$ cat config.mk
export PLATFORM = sky130hd
export DESIGN_NAME = dac_spi_responder
export DESIGN_NICKNAME = d
export VERILOG_FILES = /design/src/rtl/dac_spi_pkg.sv /design/src/rtl/dac_spi_responder_sync_edge.sv /design/src/rtl/dac_spi_responder.sv
export SDC_FILE = /design/constraint.sdc
export NUM_CORES = 1
export LEC_CHECK = 0
export CORE_ASPECT_RATIO = 0.6
export CORE_MARGIN = 8
export CORE_UTILIZATION = 25
export CTS_BUF_LIST = sky130_fd_sc_hd__clkbuf_2 sky130_fd_sc_hd__clkbuf_4 sky130_fd_sc_hd__clkbuf_8
export DETAILED_ROUTE_END_ITERATION = 8
export GPL_TIMING_DRIVEN = 0
export SETUP_SLACK_MARGIN = 0.4
export SLEW_MARGIN = 20
export SYNTH_ARGS = -nofsm -noshare
export SYNTH_HDL_FRONTEND = slang
export SYNTH_SLANG_ARGS = --single-unit
$ cat constraint.sdc
create_clock -name clk -period 2.5 [get_ports clk]
set_input_delay 0.75 -clock clk [delete_from_list [all_inputs] [get_ports clk]]
set_output_delay 0.75 -clock clk [all_outputs]
set_load 0.02 [all_outputs]
$ cat src/rtl/dac_spi_pkg.sv
// Shared types and constants for the DAC SPI responder.
// Frame bit positions, FSM states and the per-channel input register.
package dac_spi_pkg;

   localparam int FRAME_BITS = 16;
   localparam int CH_SEL_BIT = 15;
   localparam int GA_N_BIT   = 13;
   localparam int SHDN_N_BIT = 12;
   localparam int CODE_MSB   = 11;

   typedef enum logic [1:0] {
      IDLE    = 2'd0,
      RECV    = 2'd1,
      OVERRUN = 2'd2
   } state_t;

   typedef struct packed {
      logic [CODE_MSB:0] code;
      logic              ga_n;
      logic              shdn_n;
   } chan_reg_t;

   // Reset image: code 0, 1x gain, shut down.
   localparam chan_reg_t CHAN_RST = '{code: '0, ga_n: 1'b1, shdn_n: 1'b0};

endpackage

$ cat src/rtl/dac_spi_responder_sync_edge.sv
// Multi-flop synchronizer with edge detection for one async input.
// Ports: clk, rst (sync active-low), d (async in), q (synced level), rise, fall.
module sync_edge #(
   parameter int   STAGES = 2,
   parameter logic INIT   = 1'b0
) (
   input  logic clk,
   input  logic rst,
   input  logic d,
   output logic q,
   output logic rise,
   output logic fall
);

   logic [STAGES-1:0] sr;
   logic              dly;

   // Reset to the pin's idle level so release does not fake an edge.
   always_ff @(posedge clk) begin
      if (!rst) begin
         sr  <= {STAGES{INIT}};
         dly <= INIT;
      end else begin
         sr[0] <= d;
         for (int i = 1; i < STAGES; i++) begin
            sr[i] <= sr[i-1];
         end
         dly <= sr[STAGES-1];
      end
   end

   assign q    = sr[STAGES-1];
   assign rise = sr[STAGES-1] & ~dly;
   assign fall = ~sr[STAGES-1] & dly;

endmodule

$ cat src/rtl/dac_spi_responder.sv
// DAC-side SPI responder: decodes 16-bit write frames into dual-channel
// input registers and transfers them to the outputs on LDAC falling.
// Ports: clk, rst (sync active-low), sck/sdi/CS/LDAC (async SPI pins),
// dac_a/dac_b (codes), gain2x/shdn ([0]=A,[1]=B), frame_valid/frame_err/latched (pulses).
module dac_spi_responder #(
   parameter int FRAME_BITS  = 16,
   parameter int SYNC_STAGES = 2
) (
   input  logic        clk,
   input  logic        rst,
   input  logic        sck,
   input  logic        sdi,
   input  logic        CS,
   input  logic        LDAC,
   output logic [11:0] dac_a,
   output logic [11:0] dac_b,
   output logic [1:0]  gain2x,
   output logic [1:0]  shdn,
   output logic        frame_valid,
   output logic        frame_err,
   output logic        latched
);

   import dac_spi_pkg::*;

   localparam int CW = $clog2(FRAME_BITS + 1);
   localparam logic [CW-1:0] FULL = CW'(FRAME_BITS);

   logic sck_rise, sck_lvl_unused, sck_fall_unused;
   logic sdi_s, sdi_rise_unused, sdi_fall_unused;
   logic cs_rise, cs_fall, cs_lvl_unused;
   logic ldac_fall, ldac_lvl_unused, ldac_rise_unused;

   sync_edge #(.STAGES(SYNC_STAGES), .INIT(1'b0)) u_sck (
      .clk(clk), .rst(rst), .d(sck),
      .q(sck_lvl_unused), .rise(sck_rise), .fall(sck_fall_unused)
   );

   sync_edge #(.STAGES(SYNC_STAGES), .INIT(1'b0)) u_sdi (
      .clk(clk), .rst(rst), .d(sdi),
      .q(sdi_s), .rise(sdi_rise_unused), .fall(sdi_fall_unused)
   );

   sync_edge #(.STAGES(SYNC_STAGES), .INIT(1'b1)) u_cs (
      .clk(clk), .rst(rst), .d(CS),
      .q(cs_lvl_unused), .rise(cs_rise), .fall(cs_fall)
   );

   sync_edge #(.STAGES(SYNC_STAGES), .INIT(1'b1)) u_ldac (
      .clk(clk), .rst(rst), .d(LDAC),
      .q(ldac_lvl_unused), .rise(ldac_rise_unused), .fall(ldac_fall)
   );

   state_t                st_q, st_d;
   logic [CW-1:0]         cnt_q, cnt_d;
   logic [FRAME_BITS-1:0] sh_q, sh_d;
   logic                  commit, err;
   chan_reg_t             in_a, in_b, out_a, out_b, frame;
   logic                  unused_buf;

   assign frame = '{code:   sh_q[CODE_MSB:0],
                    ga_n:   sh_q[GA_N_BIT],
                    shdn_n: sh_q[SHDN_N_BIT]};
   assign unused_buf = sh_q[CH_SEL_BIT-1];

   always_comb begin
      st_d   = st_q;
      cnt_d  = cnt_q;
      sh_d   = sh_q;
      commit = 1'b0;
      err    = 1'b0;
      unique case (st_q)
         IDLE: begin
            if (cs_fall && !cs_rise) begin
               cnt_d = '0;
               sh_d  = '0;
               st_d  = RECV;
            end
         end
         RECV: begin
            // CS rising takes priority; a coincident sck edge is dropped.
            if (cs_rise) begin
               if (cnt_q == FULL) commit = 1'b1;
               else               err    = 1'b1;
               st_d = IDLE;
            end else if (sck_rise) begin
               if (cnt_q == FULL) begin
                  st_d = OVERRUN;
               end else begin
                  sh_d  = {sh_q[FRAME_BITS-2:0], sdi_s};
                  cnt_d = cnt_q + CW'(1);
               end
            end
         end
         OVERRUN: begin
            if (cs_rise) begin
               err  = 1'b1;
               st_d = IDLE;
            end
         end
         default: st_d = IDLE;
      endcase
   end

   // Input registers update on commit; outputs copy one clk after the
   // latched pulse is raised, so a same-clk commit is already visible.
   always_ff @(posedge clk) begin
      if (!rst) begin
         st_q        <= IDLE;
         cnt_q       <= '0;
         sh_q        <= '0;
         in_a        <= CHAN_RST;
         in_b        <= CHAN_RST;
         out_a       <= CHAN_RST;
         out_b       <= CHAN_RST;
         frame_valid <= 1'b0;
         frame_err   <= 1'b0;
         latched     <= 1'b0;
      end else begin
         st_q        <= st_d;
         cnt_q       <= cnt_d;
         sh_q        <= sh_d;
         frame_valid <= commit;
         frame_err   <= err;
         latched     <= ldac_fall;
         if (commit) begin
            if (sh_q[CH_SEL_BIT]) in_b <= frame;
            else                  in_a <= frame;
         end
         if (latched) begin
            out_a <= in_a;
            out_b <= in_b;
         end
      end
   end

   assign dac_a  = out_a.code;
   assign dac_b  = out_b.code;
   assign gain2x = {~out_b.ga_n, ~out_a.ga_n};
   assign shdn   = {~out_b.shdn_n, ~out_a.shdn_n};

endmodule

======== Word-level counts from Yosys, hierarchy flattened ========
Cells that the tools add are included.
cells by class
  add/sub/neg operators ................... 1
  eq/ne operators ......................... 10
  multiplexer cells ....................... 23
  bitwise operators ....................... 13
  reduce and logical (&&, ||, !) cells .... 8
operators with widths
  operator               count
  $mux W16               4
  $pmux W16 S2           1
  $mux W5                4
  $mux W2                5
  $ne A2 B2 Y1 const B   5
  $pmux W5 S2            1
  $not A1 Y1             9
  $mux W1                6
  $ne A3 B3 Y1 const B   2
  $pmux W2 S3            1
  $add A5 B1 Y5 const B  1
  $eq A5 B5 Y1 const B   1
  $reduce_and A5 Y1      1
  $and A1 B1 Y1          4
  $reduce_and A2 Y1      2
  $reduce_and A4 Y1      1
  $eq A2 B1 Y1 const B   1
  $eq A2 B2 Y1 const B   1
  $logic_not A2 Y1       1
  $pmux W1 S2            1
  $reduce_bool A2 Y1     1
  $logic_and A1 B1 Y1    1
  $logic_not A1 Y1       1
storage, ports and cells
  bits in registers ....................... 93
  input port bits ......................... 6
  output and inout bits ................... 31

======== Logic depth before layout (Yosys ltp) ========
Gate-level depths: netlist of the first run.
  word-level depth ........................ 6
  mapped depth ............................ 9
  mapped depth without buffers ............ 7

======== By module ========
A second synthesis of the first run with hierarchy kept.
second synthesis, totals
  cell total of the unflattened synthesis .. 367
  area, all modules ....................... 3540.9 µm²
by module, submodules not included
  module             instances  cells each  area an instance (µm²)  sequential area each (µm²)
  dac_spi_responder  1          335         3175.5                  1641.6
  sync_edge          4          8           91.3                    60.1

======== Worst setup path before layout of the first run ========
No wires, ideal clock.
  path kind ............................... reg2reg
  start ................................... register st_q[0]
  end ..................................... register sh_q[10]
  setup time .............................. 119 ps
  data arrival time ....................... 1822 ps
  path slack .............................. 558 ps
  stages on the path, launching flop included .. 9
  path buffers ............................ 2
  clock period less this slack ............ 1942 ps
  cell sequence ........................... dfxtp_1 -> inv_1 -> ha_1 -> clkbuf_2 -> nor4bb_1 -> a32o_1 -> a211oi_4 -> buf_2 -> o21ai_1
on the way
  longest elaborated chain between the ends .. 3
RTL lines
  element                                                       line                      text
  start: declaration                                            dac_spi_responder.sv:54   state_t st_q, st_d;
  start signal: assignment                                      dac_spi_responder.sv:120  st_q <= st_d;
  $eq A2 B1 Y1 or $logic_not A2 Y1 (tied branches)              dac_spi_responder.sv:72   unique case (st_q)
  $ne A2 B2 Y1 (no line) or $reduce_bool A2 Y1 (tied branches)  -
  $reduce_and A5 Y1 (no line)                                   -
  end signal: assignment                                        dac_spi_responder.sv:111  sh_q <= '0;
  end signal: assignment                                        dac_spi_responder.sv:122  sh_q <= sh_d;
  end: declaration                                              dac_spi_responder.sv:56   logic [FRAME_BITS-1:0] sh_q, sh_d;
Several ways; a longest one is shown, not always the timed one.
A chain may end at the register's enable or synchronous reset.

======== Worst setup path after layout of the first run ========
  start ................................... register st_q[1]
  end ..................................... register cnt_q[4]
on the way
  longest elaborated chain between the ends .. 3
RTL lines
  element                                                       line                      text
  $eq A2 B1 Y1 or $logic_not A2 Y1 (tied branches)              dac_spi_responder.sv:72
  $ne A2 B2 Y1 (no line) or $reduce_bool A2 Y1 (tied branches)  -
  $reduce_and A5 Y1 (no line)                                   -
  end signal: assignment                                        dac_spi_responder.sv:121  cnt_q <= cnt_d;
  end: declaration                                              dac_spi_responder.sv:55   logic [CW-1:0] cnt_q, cnt_d;
Several ways; a longest one is shown, not always the timed one.

==> results of run 1 <==
## logic make-up (layout without fill, tap and decap cells)
logic type	after synthesis	after routing	synth area share (%)
AO/OA/AOI/OAI	46	46	7.52
adder cells (fa/ha/maj)	6	6	2.02
buffers and inverters	65	124	9.62
flip-flops	93	93	50.2
multiplexers	42	42	11.4
AND/OR/NAND/NOR	145	145	19.3
## worst max-delay path by stage
stage	from	to	slack (ns)	cells after the start
floorplan	st_q[0]	sh_q[10]	0.56	8
global placement	cnt_q[0]	sh_q[9]	0.20	7
detailed placement	cnt_q[0]	sh_q[11]	0.09	7
CTS	latched	latched	0.40	1
global route	st_q[1]	cnt_q[4]	0.35	8
finish	st_q[1]	cnt_q[4]	0.46	8
## metrics by stage
step	total power, uW	worst slack [ns]	instances
floorplan	1820	0.558	397
CTS	2860	0.401	648
global placement	1890	0.197	630
detailed placement	1900	0.0902	630
global route	3070	0.348	654
finish	2920	0.456	654
## sequential cells by signal, summed over array words and instances (netlist names), 5 cells and up
register / cells
sh_q: 16
in_a: 14
dac_b: 12
in_b: 14
dac_a: 12
cnt_q: 5
## layout by cell type (no fill, tap or decap), types with 9 or more instances in the layout
master / count
nor2_1: 45
a21oi_1: 15
clkbuf_1: 18
nand3_1: 54
mux2i_1: 41
o21ai_1: 12
buf_4: 35
clkbuf_8: 9
inv_1: 10
dfxtp_1: 90
nand2_1: 22
dlygate4sd2_1: 28
## where the power goes
part | leakage [uW] | switching [uW] | internal (uW)
clock network | 0.0000840 | 564 | 375
registers | 0.000753 | 22.2 | 1500
logic | 0.000932 | 269 | 187
total | 0.00177 | 855 | 2070
## layout make-up
class                      count  area (sq um)
fill                        1498          9860
sequential                    93          1870
multi-input combinational    239          1590
timing repair buffer          43           380
buffer                        52           322
tap                          198           248
clock buffer                   9           124
clock inverter                 7          60.1
inverter                      13          55.1
## repair_timing
action                     CTS  global route
resized for setup           36            26
setup endpoints to repair   49            43
pin swaps                    4             6
gates cloned                 0             0
setup buffers                2             6
## metal layers
layer / vias up / track usage [%] / part of all wire (%)
met5: - / 0 / 0
met4: 0 / 3.31 / 0.72
met3: 4 / 3.23 / 7.1
met2: 73 / 12.6 / 38
met1: 1287 / 13.2 / 54
li1: 1436 / - / -
## Yosys cell counts, types with 2 or more instances
| master | number |
|---|---|
| dfxtp_1 | 93 |
| nand3_1 | 54 |
| nor2_1 | 45 |
| mux2i_1 | 41 |
| buf_4 | 25 |
| nand2_1 | 22 |
| clkbuf_1 | 20 |
| a21oi_1 | 15 |
| inv_1 | 13 |
| o21ai_1 | 12 |
| nand2b_1 | 7 |
| ha_1 | 6 |
| o21ai_0 | 6 |
| and2_1 | 5 |
| o211ai_1 | 5 |
| o31ai_1 | 3 |
| buf_1 | 2 |
| buf_2 | 2 |
| buf_6 | 2 |
| nor4_1 | 2 |
| nor4bb_1 | 2 |
## worst reg2reg max path, stage by stage (launching register included)
cell and delay [ns]:
dfxtp_2 0.35, inv_4 0.07, ha_4 0.17, nand3b_1 0.19
nor4b_4 0.38, a211oi_4 0.05, buf_4 0.17, or3_4 0.36
o31ai_4 0.22
==> results.cfg, run 1 <==
[critical_path]
path_max_fanout = 6
rr_startpoint = st_q[1]
reg2reg_to = cnt_q[4]
critical_path.max_stage_delay_ns = 0.38
critical-path-top-delay-family = simple AND/OR/NAND/NOR gates
rrSetupSlack_ns = 0.46
path_cells = inv_4 > ha_4 > nand3b_1 > nor4b_4 > a211oi_4 > buf_4 > or3_4 > o31ai_4
cp-end-kind = register
start_kind = register
arrival_ns = 2.33
crit_buf_inv = 2
slowest_stage = nor4b_4
worstSetupPathType = register to register
worst_r2r_path_depth = 8
required_ns = 2.79

[worst_hold_path]
whs_endpoint = u_ldac.sr[1]
whs_path_depth = 1
hold_class = register to register
hp-start = u_ldac.sr[0]

[cts]
insertion_delay_ns = 0.36
ctsHoldBuffers = 0
path_clk_slew_ns = 0.10
cts.htree.levels = 3
cts_buffers = 9
clkSinkCount = 93
cts_tree = done
cts_buffer_depth = 2
cts_root_buffer = clkbuf_8

[global_routing]
grt_pass1_vias = 2707
grt_max_degree = 18
antenna_found_initial = 0
grt_pass1_wl_microns = 14100
grtUsageTotal_pct = 9.28
grt_overflow = 0

[routing]
via_count = 2800
drc_errors = 0
drtIter0Drc = 178
vias_per_cell = 4.28
post_drt_wl_per_cell_microns = 13.2
first_pass_iters = 4
routed_wl_microns = 8660
ant_nets = 0

[power_and_ir_drop]
power.density_nw_per_um2 = 629
p_leak_uw = 0.00177
irDropWorstVdd_uv = 277

[timing]
timing.final.crit_share_pct = 81.7
worst_pin_slew_ns = 0.827
tns_ns = 0
slew_viol_final = 0
maxSlewHeadroom_pct = 44.9
final.min_clock_period_ns = 2.04
timing.hold.ws_ns = 0.412
setup_viol = 0
grt_setup_unrepaired = true
hold_viol_final = 0
fin_worst_skew_ns = 0.0136
fmax_mhz = 489

[floorplan]
initial_core_util_pct = 25.6
num_io_pins = 37
core_area_sq_um = 14500
fp.dieArea_sq_um = 19100
row_count = 34
die-width_microns = 173
die_height_microns = 110

[synthesis]
yosys.area.top_type_share_pct = 50.2
synthTopCellsByArea = dfxtp_1, mux2i_1, nand3_1, buf_4, nor2_1
avgSynthCellArea_sq_um = 9.34
synthDistinctLibCells = 36
synth_edf_count = 0
synth_seq_area_share_pct = 50.2
yosysTopAreaCell = dfxtp_1
syn-cell-area_sq_um = 3710
synthFlopType = dfxtp_1
ys_async_sr_fraction_pct = 0
synth_nets = 409
ys_ff_latch = 93
yosysWarnings = 0
syn-instance-count = 397

[placed_design]
io_buffers = 35
placed_cell_area_sq_um = 4310
dp_hpwl_microns = 6410
place.gp.congestion = 0.794

[finish]
post-route-cell-area_sq_um = 4640
drive_gt1_share_pct = 16.4
n_antenna_cell = 0
nets = 463
syn_to_final_growth_pct = 25.2
fin_util_pct = 32.0

[status]
outcome = completed

[run]
drv_cap = 0
No activity file was read; power rests on OpenSTA's default activity.
==> run 2, diff against run 1 <==
- clock period: 2.5 -> 1.8 ns (I/O delays scaled with it)
==> run 2 against run 1 <==
The flow now finishes with violations (negative setup slack). Clock power is 41% higher. Die area stayed put. Setup slack worse by 0.61 ns. Via count grew 6.4%. Highest routed layer unchanged. Routed wire length grew 9.1%. Count of clock-buffer cells in the layout unchanged. Final cell count up 2.9%. Critical path depth did not move. Critical endpoint is now cnt_q[2]. Sequential share of layout area shrank 2.8 points. Largest power group unchanged. Total power is 46% higher.
==> results.cfg, run 2 (same netlist as run 1, synthesis figures left out) <==
[finish]
fin_cells = 673
syn_to_final_growth_pct = 37.7
reg.largest.list = sh_q x16, in_a x14, in_b x14
final_common_cell = buf_6
final_cell_mix = buf_6, dfxtp_1, nand3_1
largest_reg_flops = 16
top_register = sh_q
nets = 482
drive_gt1_share_pct = 38.3
n_antenna_cell = 0

[routing]
ant_nets = 0
routed_wl_microns = 9450
drtIter0Drc = 191
drc_errors = 0
first_pass_iters = 5
via_count = 2979
vias_per_cell = 4.43
post_drt_wl_per_cell_microns = 14.0

[floorplan]
num_io_pins = 37
die_height_microns = 110
initial_core_util_pct = 25.6
row_count = 34
fp.dieArea_sq_um = 19100
core_area_sq_um = 14500
die-width_microns = 173

[critical_path]
worst_r2r_path_depth = 8
rr_startpoint = st_q[1]
worstSetupPathType = register to register
start_kind = register
startpoint = st_q[1]
path_max_fanout = 7
rrSetupSlack_ns = -0.16
cp-end-kind = register
arrival_ns = 2.26
worstSetupEndpoint = cnt_q[2]
required_ns = 2.10
reg2reg_to = cnt_q[2]

[cts]
cts_tree = done
cts_root_buffer = clkbuf_8
cts_buffer_depth = 2
cts.htree.levels = 3
ctsHoldBuffers = 0
cts_buffers = 9
clkSinkCount = 93
insertion_delay_ns = 0.37
path_clk_slew_ns = 0.09

[timing]
timing.final.crit_share_pct = 109
tns_ns = -2.04
fmax_mhz = 511
final.min_clock_period_ns = 1.96
setup_viol = 32
fin_ws_ns = -0.157
grt_setup_unrepaired = true
maxSlewHeadroom_pct = 65.4
slew_viol_final = 0
worst_pin_slew_ns = 0.519
fin_worst_skew_ns = 0.0102
hold_viol_final = 0

[placed_design]
dp_hpwl_microns = 6640
io_buffers = 35
dpl.cell_count = 630
place.gp.congestion = 0.759

[status]
outcome = finished with violations
violations = negative setup slack

[global_routing]
grt_pass1_vias = 2928
grt_pass1_wl_microns = 15400
grt_max_degree = 18
grtUsageTotal_pct = 10.2
grt_overflow = 0
antenna_found_initial = 0

[power_and_ir_drop]
p_leak_uw = 0.00189
power.density_nw_per_um2 = 833
irDropWorstVdd_uv = 333

[worst_hold_path]
hold_class = register to register

[run]
drv_cap = 0
[run 2: worst max-delay path, stage by stage, from the launching register on]
cell and delay, ns:
dfxtp_2 0.34, inv_4 0.08, ha_4 0.15, nand3b_1 0.16, nor4b_4 0.34, a211oi_4 0.08, buf_12 0.15, or3_4 0.36
o31ai_2 0.21
[run 2: through the flow]
stage               utilization, %  power (uW)  hold WS [ns]  cell area (sq um)  worst slack, ns
floorplan                        -        2590         0.386               3820          -0.0261
global placement              30.5        2700         0.392               4420           -0.270
detailed placement            30.5        2720         0.393               4420           -0.329
CTS                           34.6        4200         0.411               5010           -0.174
global route                  35.2        4460         0.434               5110           -0.241
finish                        35.2        4250         0.411               5110           -0.157
[run 2: timing repair]
item	in CTS	in global routing
pin swaps	8	5
buffers inserted	22	4
setup endpoints to repair	91	101
cloned	1	0
gates resized for setup	259	21
[run 2: worst min path at each step]
stage                  from      endpoint  slack [ns]  cells past startpoint
2_1_floorplan    u_cs.sr[0]    u_cs.sr[1]        0.39                      1
3_3_place_gp   u_ldac.sr[0]  u_ldac.sr[1]        0.39                      1
3_5_place_dp   u_ldac.sr[0]  u_ldac.sr[1]        0.39                      1
4_1_cts          u_ldac.dly       latched        0.41                      2
5_1_grt        u_ldac.sr[0]  u_ldac.sr[1]        0.43                      1
6_report         u_ldac.dly       latched        0.41                      2
[run 2: cell type report]
| type | instances | area [sq um] |
|---|---|---|
| timing repair buffer | 62 | 624 |
| buffer | 52 | 462 |
| clock buffer | 9 | 124 |
| inverter | 13 | 53.8 |
| multi-input combinational | 239 | 1630 |
| sequential | 93 | 1910 |
| tap | 198 | 248 |
| clock inverter | 7 | 58.8 |
| fill | 1455 | 9400 |
[run 2: report_power, final]
part	leakage, uW	total (uW)	internal, uW	switching, uW
Sequential	0.000768	2130	2090	34.6
Combinational	0.00103	808	396	412
Clock	0.0000917	1320	521	797
[run 2: routing by layer]
| layer | wire [microns] | track usage, % |
|---|---|---|
| met3 | 608 | 3.23 |
| met2 | 3800 | 14.7 |
| met1 | 4960 | 14.1 |
| met4 | 77 | 3.37 |
| met5 | 0 | 0 |
==> run 3, diff against run 2 <==
- CTS_CLUSTER_SIZE: not set -> 30
- PLACE_DENSITY_LB_ADDON: not set -> 0.12
==> run 3 against run 2 <==
The run still ends with negative setup slack left. Non-clock buffer count is 13 higher. Total power rose by 8.2%. Clock power is 16% higher. Routed wire length is 7.0% higher. Count of clock-buffer cells in the layout is 3 higher. Via count down 1.7%. Global-route usage grew 0.42 points. Worst hold slack worse by 0.0051 ns. Critical path depth is the same. Sequential power barely moved. Sequential share of layout area fell by 3.8 points. Critical endpoint is now cnt_q[3]. Highest routed layer unchanged.
==> results.cfg, run 3 (same netlist as run 1, synthesis figures left out) <==
[critical_path]
critical-path-top-delay-family = simple AND/OR/NAND/NOR gates
slowest_stage = or3_4
cp.depth = 8
required_ns = 2.09
path_cells = inv_4 > ha_4 > nand3b_1 > nor4b_4 > a211oi_4 > buf_12 > or3_4 > o31ai_2
startpoint = st_q[1]
worstSetupPathType = register to register
critical_path.max_stage_delay_ns = 0.36
crit_buf_inv = 2
path_max_fanout = 6
rr_startpoint = st_q[1]
worstSetupEndpoint = cnt_q[3]
start_kind = register
arrival_ns = 2.23
worst_r2r_path_depth = 8
reg2reg_to = cnt_q[3]
cp-end-kind = register
rrSetupSlack_ns = -0.14

[timing]
final.min_clock_period_ns = 1.94
worst_pin_slew_ns = 0.704
grt_setup_unrepaired = true
maxSlewHeadroom_pct = 53.1
setup_viol = 21
fin_ws_ns = -0.143
fmax_mhz = 515
fin_worst_skew_ns = 0.00980
slew_viol_final = 0
timing.final.crit_share_pct = 108
timing.hold.ws_ns = 0.406
hold_viol_final = 0

[routing]
drc_errors = 0
first_pass_iters = 4
drtIter0Drc = 147
routed_wl_microns = 10100
vias_per_cell = 4.27
post_drt_wl_per_cell_microns = 14.7
via_count = 2929
ant_nets = 0

[power_and_ir_drop]
power_uw = 4600
p_leak_uw = 0.00206
irDropWorstVdd_uv = 406
power.density_nw_per_um2 = 807

[cts]
ctsHoldBuffers = 0
path_clk_slew_ns = 0.10
cts_root_buffer = clkbuf_8
cts_tree = done
clkSinkCount = 93
cts_buffer_depth = 2
insertion_delay_ns = 0.36
cts.htree.levels = 3
cts_buffers = 9

[finish]
num-fill-cells = 1471
seqCellArea_sq_um = 1910
syn_to_final_growth_pct = 53.7
final_cell_mix = buf_6, dfxtp_1, nor2_1
top_register = sh_q
largest_reg_flops = 16
post-route-cell-area_sq_um = 5700
fin_cells = 686
multi_input_area_sq_um = 1960
n_antenna_cell = 0
drive_gt1_share_pct = 52.7
nets = 495
final_common_cell = buf_6
reg.largest.list = sh_q x16, in_a x14, in_b x14

[status]
violations = negative setup slack
outcome = finished with violations

[placed_design]
place.gp.congestion = 0.757
io_buffers = 35
placed_cell_area_sq_um = 4420
dpl.cell_count = 630
dp_hpwl_microns = 6610

[floorplan]
die_height_microns = 110
die-width_microns = 173
row_count = 34
fp.dieArea_sq_um = 19100
initial_core_util_pct = 25.6
core_area_sq_um = 14500
num_io_pins = 37

[global_routing]
grt_overflow = 0
grt_max_degree = 16
grt_pass1_wl_microns = 16000
antenna_found_initial = 0
grt_pass1_vias = 2886
grtUsageTotal_pct = 10.6

[worst_hold_path]
hold_class = register to register

[run]
drv_cap = 0
-- run 3: layout make-up --
cell class,count,area share (%)
multi-input cells,239,34.4
clock buffers,12,2.90
plain buffers,52,8.63
inverters,13,1.03
clock inverters,4,0.966
flip-flops and latches,93,33.5
repair buffers,75,14.2
well taps,198,4.35
-- run 3: metal layers --
| layer | GRT usage [%] | vias up | wire length (microns) |
|---|---|---|---|
| li1 | - | 1502 | - |
| met1 | 16.0 | 1375 | 5720 |
| met2 | 14.3 | 45 | 3930 |
| met3 | 3.44 | 7 | 397 |
| met4 | 1.84 | 0 | 61 |
| met5 | 0 | - | 0 |
-- run 3: what timing repair did --
item,in CTS,in global routing
setup endpoints to repair,91,110
gates cloned,3,2
resized for setup,308,74
buffers inserted,28,7
pin swaps,13,27
-- run 3: power by group --
part           switching (uW)  internal (uW)  leakage [uW]
logic                     489            457       0.00119
registers                33.8           2090      0.000768
clock network             768            762      0.000109
total                    1290           3310       0.00206
-- run 3: how the worst min path moves through the flow --
stage                from      endpoint  slack (ns)  depth (start not counted)
2_1_floorplan  u_cs.sr[0]    u_cs.sr[1]        0.39                          1
3_3_place_gp   u_cs.sr[0]    u_cs.sr[1]        0.39                          1
3_5_place_dp   u_cs.sr[0]    u_cs.sr[1]        0.39                          1
4_1_cts        u_ldac.dly       latched        0.41                          2
5_1_grt               rst  u_ldac.sr[1]        0.44                          2
6_report       u_ldac.dly       latched        0.41                          2
-- run 3: metrics by stage --
| stage | setup WS [ns] | util [%] | setup TNS [ns] |
|---|---|---|---|
| floorplan | -0.0261 | - | -0.233 |
| global placement | -0.317 | 30.5 | -8.07 |
| detailed placement | -0.350 | 30.5 | -9.02 |
| CTS | -0.169 | 36.6 | -2.81 |
| global route | -0.237 | 39.3 | -4.08 |
| finish | -0.143 | 39.3 | -1.89 |
-- run 3: worst register-to-register path: stages, from the launching register on --
cell	delay, ns
dfxtp_2	0.35
inv_4	0.08
ha_4	0.15
nand3b_1	0.15
nor4b_4	0.35
a211oi_4	0.09
buf_12	0.16
or3_4	0.36
o31ai_2	0.18
